$ cat src/rtl/sram_arbiter.sv
// Two-port round-robin arbiter and fixed-window access sequencer for a 256Kx16 asynchronous SRAM.
// Every SRAM strobe and the data-pin enable come straight from flops.
module sram_arbiter #(
   parameter int WAIT_CYCLES = 2
) (
   input  logic        clk,
   input  logic        rst,
   input  logic        req0,
   input  logic        req1,
   input  logic        we0,
   input  logic        we1,
   input  logic [17:0] addr0,
   input  logic [17:0] addr1,
   input  logic [15:0] wdata0,
   input  logic [15:0] wdata1,
   input  logic [1:0]  be0,
   input  logic [1:0]  be1,
   output logic        gnt0,
   output logic        gnt1,
   output logic        rvalid0,
   output logic        rvalid1,
   output logic [15:0] rdata,
   output logic [17:0] ram_adr,
   output logic [15:0] ram_dat_o,
   output logic        ram_dat_oe,
   input  logic [15:0] ram_dat_i,
   output logic        ram_cs,
   output logic        ram_oe,
   output logic        ram_we,
   output logic        ram_lb,
   output logic        ram_ub
);

   localparam logic [1:0] ST_IDLE   = 2'd0;
   localparam logic [1:0] ST_ACCESS = 2'd1;
   localparam logic [1:0] ST_TURN   = 2'd2;
   localparam logic [3:0] CNT_LOAD  = 4'(WAIT_CYCLES - 1);

   logic [1:0]  state_q, state_d;
   logic [3:0]  cnt_q, cnt_d;
   logic        last_q, last_d;
   logic        port_q, port_d;
   logic        we_q, we_d;
   logic [1:0]  be_q, be_d;
   logic [17:0] adr_q, adr_d;
   logic [15:0] dat_o_q, dat_o_d;
   logic        dat_oe_q, dat_oe_d;
   logic [15:0] rdata_q, rdata_d;
   logic        cs_q, cs_d, oe_q, oe_d, wen_q, wen_d, lb_q, lb_d, ub_q, ub_d;
   logic [1:0]  gnt_q, gnt_d, rvalid_q, rvalid_d;

   logic        sel;
   logic        sel_we;
   logic [17:0] sel_adr;
   logic [15:0] sel_wdata;
   logic [1:0]  sel_be;

   // On a tie the port that did not win last time is served.
   always_comb begin
      sel       = (req0 && req1) ? ~last_q : req1;
      sel_we    = sel ? we1    : we0;
      sel_adr   = sel ? addr1  : addr0;
      sel_wdata = sel ? wdata1 : wdata0;
      sel_be    = sel ? be1    : be0;
   end

   // NOTE: every _d gets a default before the case so no latch can be inferred.
   always_comb begin
      state_d  = state_q;
      cnt_d    = cnt_q;
      last_d   = last_q;
      port_d   = port_q;
      we_d     = we_q;
      be_d     = be_q;
      adr_d    = adr_q;
      dat_o_d  = dat_o_q;
      dat_oe_d = dat_oe_q;
      rdata_d  = rdata_q;
      cs_d     = 1'b1;
      oe_d     = 1'b1;
      wen_d    = 1'b1;
      lb_d     = 1'b1;
      ub_d     = 1'b1;
      gnt_d    = 2'b00;
      rvalid_d = 2'b00;
      case (state_q)
         ST_IDLE: begin
            dat_oe_d = 1'b0;
            if (req0 || req1) begin
               state_d  = ST_ACCESS;
               cnt_d    = CNT_LOAD;
               last_d   = sel;
               port_d   = sel;
               we_d     = sel_we;
               be_d     = sel_be;
               adr_d    = sel_adr;
               if (sel_we) dat_o_d = sel_wdata;
               dat_oe_d = sel_we;
               cs_d     = 1'b0;
               oe_d     = sel_we;
               wen_d    = ~sel_we;
               lb_d     = ~sel_be[0];
               ub_d     = ~sel_be[1];
               gnt_d    = sel ? 2'b10 : 2'b01;
            end
         end
         ST_ACCESS: begin
            if (cnt_q == 4'd0) begin
               // Address and write data stay on the pins through TURN for hold time.
               state_d = ST_TURN;
               if (!we_q) begin
                  rdata_d  = {be_q[1] ? ram_dat_i[15:8] : 8'h00,
                              be_q[0] ? ram_dat_i[7:0]  : 8'h00};
                  rvalid_d = port_q ? 2'b10 : 2'b01;
               end
            end else begin
               cnt_d = cnt_q - 4'd1;
               cs_d  = 1'b0;
               oe_d  = we_q;
               wen_d = ~we_q;
               lb_d  = ~be_q[0];
               ub_d  = ~be_q[1];
            end
         end
         ST_TURN: begin
            state_d  = ST_IDLE;
            dat_oe_d = 1'b0;
         end
         default: state_d = ST_IDLE;
      endcase
   end

   // NOTE: non-blocking assignments so every flop samples the pre-edge values.
   always_ff @(posedge clk or posedge rst) begin
      if (rst) begin
         state_q  <= ST_IDLE;
         cnt_q    <= 4'd0;
         last_q   <= 1'b1;
         port_q   <= 1'b0;
         we_q     <= 1'b0;
         be_q     <= 2'b00;
         adr_q    <= 18'd0;
         dat_o_q  <= 16'd0;
         dat_oe_q <= 1'b0;
         rdata_q  <= 16'd0;
         cs_q     <= 1'b1;
         oe_q     <= 1'b1;
         wen_q    <= 1'b1;
         lb_q     <= 1'b1;
         ub_q     <= 1'b1;
         gnt_q    <= 2'b00;
         rvalid_q <= 2'b00;
      end else begin
         state_q  <= state_d;
         cnt_q    <= cnt_d;
         last_q   <= last_d;
         port_q   <= port_d;
         we_q     <= we_d;
         be_q     <= be_d;
         adr_q    <= adr_d;
         dat_o_q  <= dat_o_d;
         dat_oe_q <= dat_oe_d;
         rdata_q  <= rdata_d;
         cs_q     <= cs_d;
         oe_q     <= oe_d;
         wen_q    <= wen_d;
         lb_q     <= lb_d;
         ub_q     <= ub_d;
         gnt_q    <= gnt_d;
         rvalid_q <= rvalid_d;
      end
   end

   assign gnt0       = gnt_q[0];
   assign gnt1       = gnt_q[1];
   assign rvalid0    = rvalid_q[0];
   assign rvalid1    = rvalid_q[1];
   assign rdata      = rdata_q;
   assign ram_adr    = adr_q;
   assign ram_dat_o  = dat_o_q;
   assign ram_dat_oe = dat_oe_q;
   assign ram_cs     = cs_q;
   assign ram_oe     = oe_q;
   assign ram_we     = wen_q;
   assign ram_lb     = lb_q;
   assign ram_ub     = ub_q;

endmodule

$ cat config.mk
export PLATFORM = sky130hd
export DESIGN_NAME = sram_arbiter
export DESIGN_NICKNAME = d
export VERILOG_FILES = /design/src/rtl/sram_arbiter.sv
export SDC_FILE = /design/constraint.sdc
export NUM_CORES = 1
export LEC_CHECK = 0
export ABC_AREA = 1
export CAP_MARGIN = 20
export CORE_MARGIN = 10
export CORE_UTILIZATION = 37
export CTS_CLUSTER_DIAMETER = 60
export DETAILED_ROUTE_END_ITERATION = 6
export GPL_TIMING_DRIVEN = 0
export PLACE_DENSITY = 0.76
export REMOVE_ABC_BUFFERS = 1
export SYNTH_ARGS = -nofsm -noshare
export SYNTH_HDL_FRONTEND = slang
export SYNTH_SLANG_ARGS = --single-unit
$ cat constraint.sdc
create_clock -name clk -period 2.3 [get_ports clk]
set_clock_uncertainty 0.15 [all_clocks]
set_input_delay 0.23 -clock clk [delete_from_list [all_inputs] [get_ports clk]]
set_output_delay 0.23 -clock clk [all_outputs]
set_load 0.02 [all_outputs]
==> run summary <==
Clock share of power: 0.159
Largest net degree at the start of global routing: 72
Total global routing overflow: 0
Largest family of logic cells by synthesized area: simple AND/OR/NAND/NOR gates
Syn-to-layout area delta: 54.52%
Final slew viol count: 0
Internal power: 3.897 mW
Multi-input logic area: 0.001296 sq mm
Power per cell area: 1321 mW/mm^2
DP HPWL: 7.212 mm
Hold slack: 240.5 ps
Tmin final: 1966 ps
CP cell instances: nand2_1 -> nand2_4 -> inv_2 -> nand2_1 -> nand2_1 -> nand3_1 -> nand2_1
Logic pwr share: 0.512
CTS tree: yes
Hold-fix buffers, CTS: 0
Synth top area cells: dfrtp_1 (50%), nand2_1 (18%), o21ai_0 (4.9%), dfstp_2 (4.8%), o21ai_2 (4.3%)
Average wire per standard cell: 15.37 um
Crit path largest cell delay: 530 ps
Routability Congestion: 0.7770
Worst Setup Start Kind: flip-flop
Status: finished clean
#FFs+latches synth: 71
Skew-Pair Late Insertion Delay: 340 ps
XOR/XNOR Fraction of Synth Area: 0.002673
CP max stage cell: dfstp_2
RSZ-0062 raised after global routing: false
Sw Ratio: 0.4174
Layout Cells excl Fill: 650
CP top delay family: simple AND/OR/NAND/NOR gates
Syn Std Cell Area: 0.003277 sq mm
Dpl ws: -242.7 ps
Routed vias: 3064
CTS root buffer: clkbuf_8
Final setup violation count: 0
Endpoint class of the critical path: flip-flop
Core Area: 0.008678 sq mm
Most common cell on crit path: nand2_1
Antenna violations before repair: 0
Post-synth top area cell: dfrtp_1
Nets: 633
Fin crit share: 0.8549
Antenna viol nets, final: 0
Total power: 6.688 mW
DP Area: 0.004836 sq mm
Clock-pin transition on the worst setup and hold timing paths: 90 ps
GR Util All Layers: 0.1513
Starting DRT DRC Count: 165
Antenna diodes: 0
Hold Fails Final Rpt: 0
Share of cells above drive strength 1: 0.09594
Die Ht: 114.1 um
Critical path buffers and inverters: 1
Synth Area in Simple Gates: 0.2661
Required @ worst endpoint: 2390 ps
Clk buf depth: 2
CP arrival: 2060 ps
P_sw: 2.791 mW
Yosys top cell area share: 0.4964
Final Routed Wirelength: 9.990 mm
CTS buffer count: 9
Synth Area in Compound Gates: 0.1145
Register area share after synthesis: 0.5445
Yosys Warn Count: 0
Design area: 0.005064 sq mm
Post-route setup slack: 333.6 ps
Max Cap Viol: 0
Mapped Cells: 391
# fillers: 784
Worst Path Max Fanout: 41
Average size of a mapped cell: 8.381 sq um
Clock sink count: 71
Die width: 114.1 um
PortBufs: 153
Placed cell count: 633
Slew Limit Headroom: 0.4274
Total negative slack: 0 ps
Reg power frac: 0.329
Vias in the first global route: 3201
Adder and majority gate portion of the synthesized area: 0.007637
Register Area: 0.001784 sq mm
Vias per inst: 4.714
Crit Path Category: flip-flop to flip-flop
Remaining DRCs: 0
Mux cell area share after synthesis: 0
VDD IR max: 0.5280 mV
Wire length of the first global-routing pass: 16.03 mm
Min-delay worst type: primary input to async pin
Ports: 154
Leakage power: 2.352 nW
Initial Utilization: 0.3776
Fmax: 0.5086 GHz
H-tree levels: 3
# rows: 34
Commonest non-fill, non-tap cell in the layout: nand2_1
Worst slew pin tran: 858.9 ps
Yosys cell types: 23
Utilization after layout: 0.5835
DRT Pass-1 Iters: 4
Commonest cells after routing, fill and taps aside: nand2_1 (156), clkdlybuf4s50_1 (153), dfrtp_1 (65), o21ai_0 (32), nor2_1 (31)
Die ar.: 0.01302 sq mm
-- metal layers --
layer  share of wire  global-route usage  wire length, um
met4          0.0091             0.04845               91
met5               0                   0                0
met2            0.50              0.2563             4982
met1            0.40              0.1703             4014
met3           0.090             0.05975              902
-- worst register-to-register path: cells and delay by family (launching register included) --
kind	cells	cell delay, ps
buf+inv	1	370
flops	1	530
simple gates	6	800
-- sequential cells by signal, summed over array words and instances (netlist names), 2 cells and up --
register and cells:
rdata 16, ram_adr 18, gnt_q 2, state_q 2, ram_dat_o 16, cnt_q 4, be_q 2, rvalid_q 2
-- power groups by stage --
stage / clock network, mW / logic (mW) / registers (mW)
after detailed placement: 0 / 3.44 / 2.22
after floorplan: 0 / 1.23 / 2.80
after global placement: 0 / 3.35 / 2.19
final: 1.07 / 3.42 / 2.20
after CTS: 1.09 / 3.46 / 2.20
after global routing: 1.13 / 3.76 / 2.27
-- timing repair --
action | CTS | global route
resized for setup | 0 | 1
setup endpoints to repair | 0 | 34
buffers inserted | 0 | 0
-- synth_stat cells (all sizes together) --
| cell type | count |
|---|---|
| xor2 | 1 |
| inv | 22 |
| clkbuf | 4 |
| nor2 | 34 |
| nand2 | 158 |
| nand3 | 20 |
| ha | 2 |
| dfrtp | 65 |
| o211ai | 2 |
| buf | 16 |
| nand4 | 1 |
| dfstp | 6 |
| o21ai | 59 |
| a21oi | 1 |
-- worst paths after layout --
path | from | endpoint | slack [ps] | cells after the start
hold / removal | rst | ram_adr[17]$_DFFE_PP0P_ | 240 | 2
setup / recovery | last_q$_DFFE_PP1P_ | ram_dat_o[7]$_DFFE_PP0P_ | 330 | 7
max in group asynchronous | rst | ram_dat_oe$_DFFE_PP0P_ | 1150 | 2
setup reg to reg | last_q$_DFFE_PP1P_ | ram_dat_o[7]$_DFFE_PP0P_ | 330 | 7
hold reg to reg | port_q$_DFFE_PP0P_ | rvalid_q[0]$_DFF_PP0_ | 280 | 1
min in group clk | port_q$_DFFE_PP0P_ | rvalid_q[0]$_DFF_PP0_ | 280 | 1
-- final cells by class --
type / count / share of cell area
inverters: 22 / 0.01680
clock inverters: 5 / 0.01285
repair buffers: 154 / 0.3054
multi-input cells: 279 / 0.2560
flip-flops and latches: 71 / 0.3524
clock buffers: 11 / 0.02990
well taps: 108 / 0.02669
-- logic make-up (layout without fill, tap and decap cells) --
kind of cell    after synthesis  in the layout
fa+ha+maj                     2              2
compound gates               62             62
buf+inv                      42            192
simple gates                213            214
flops                        71             71
xor+xnor                      1              1
Power figures use the tool's default switching activity.
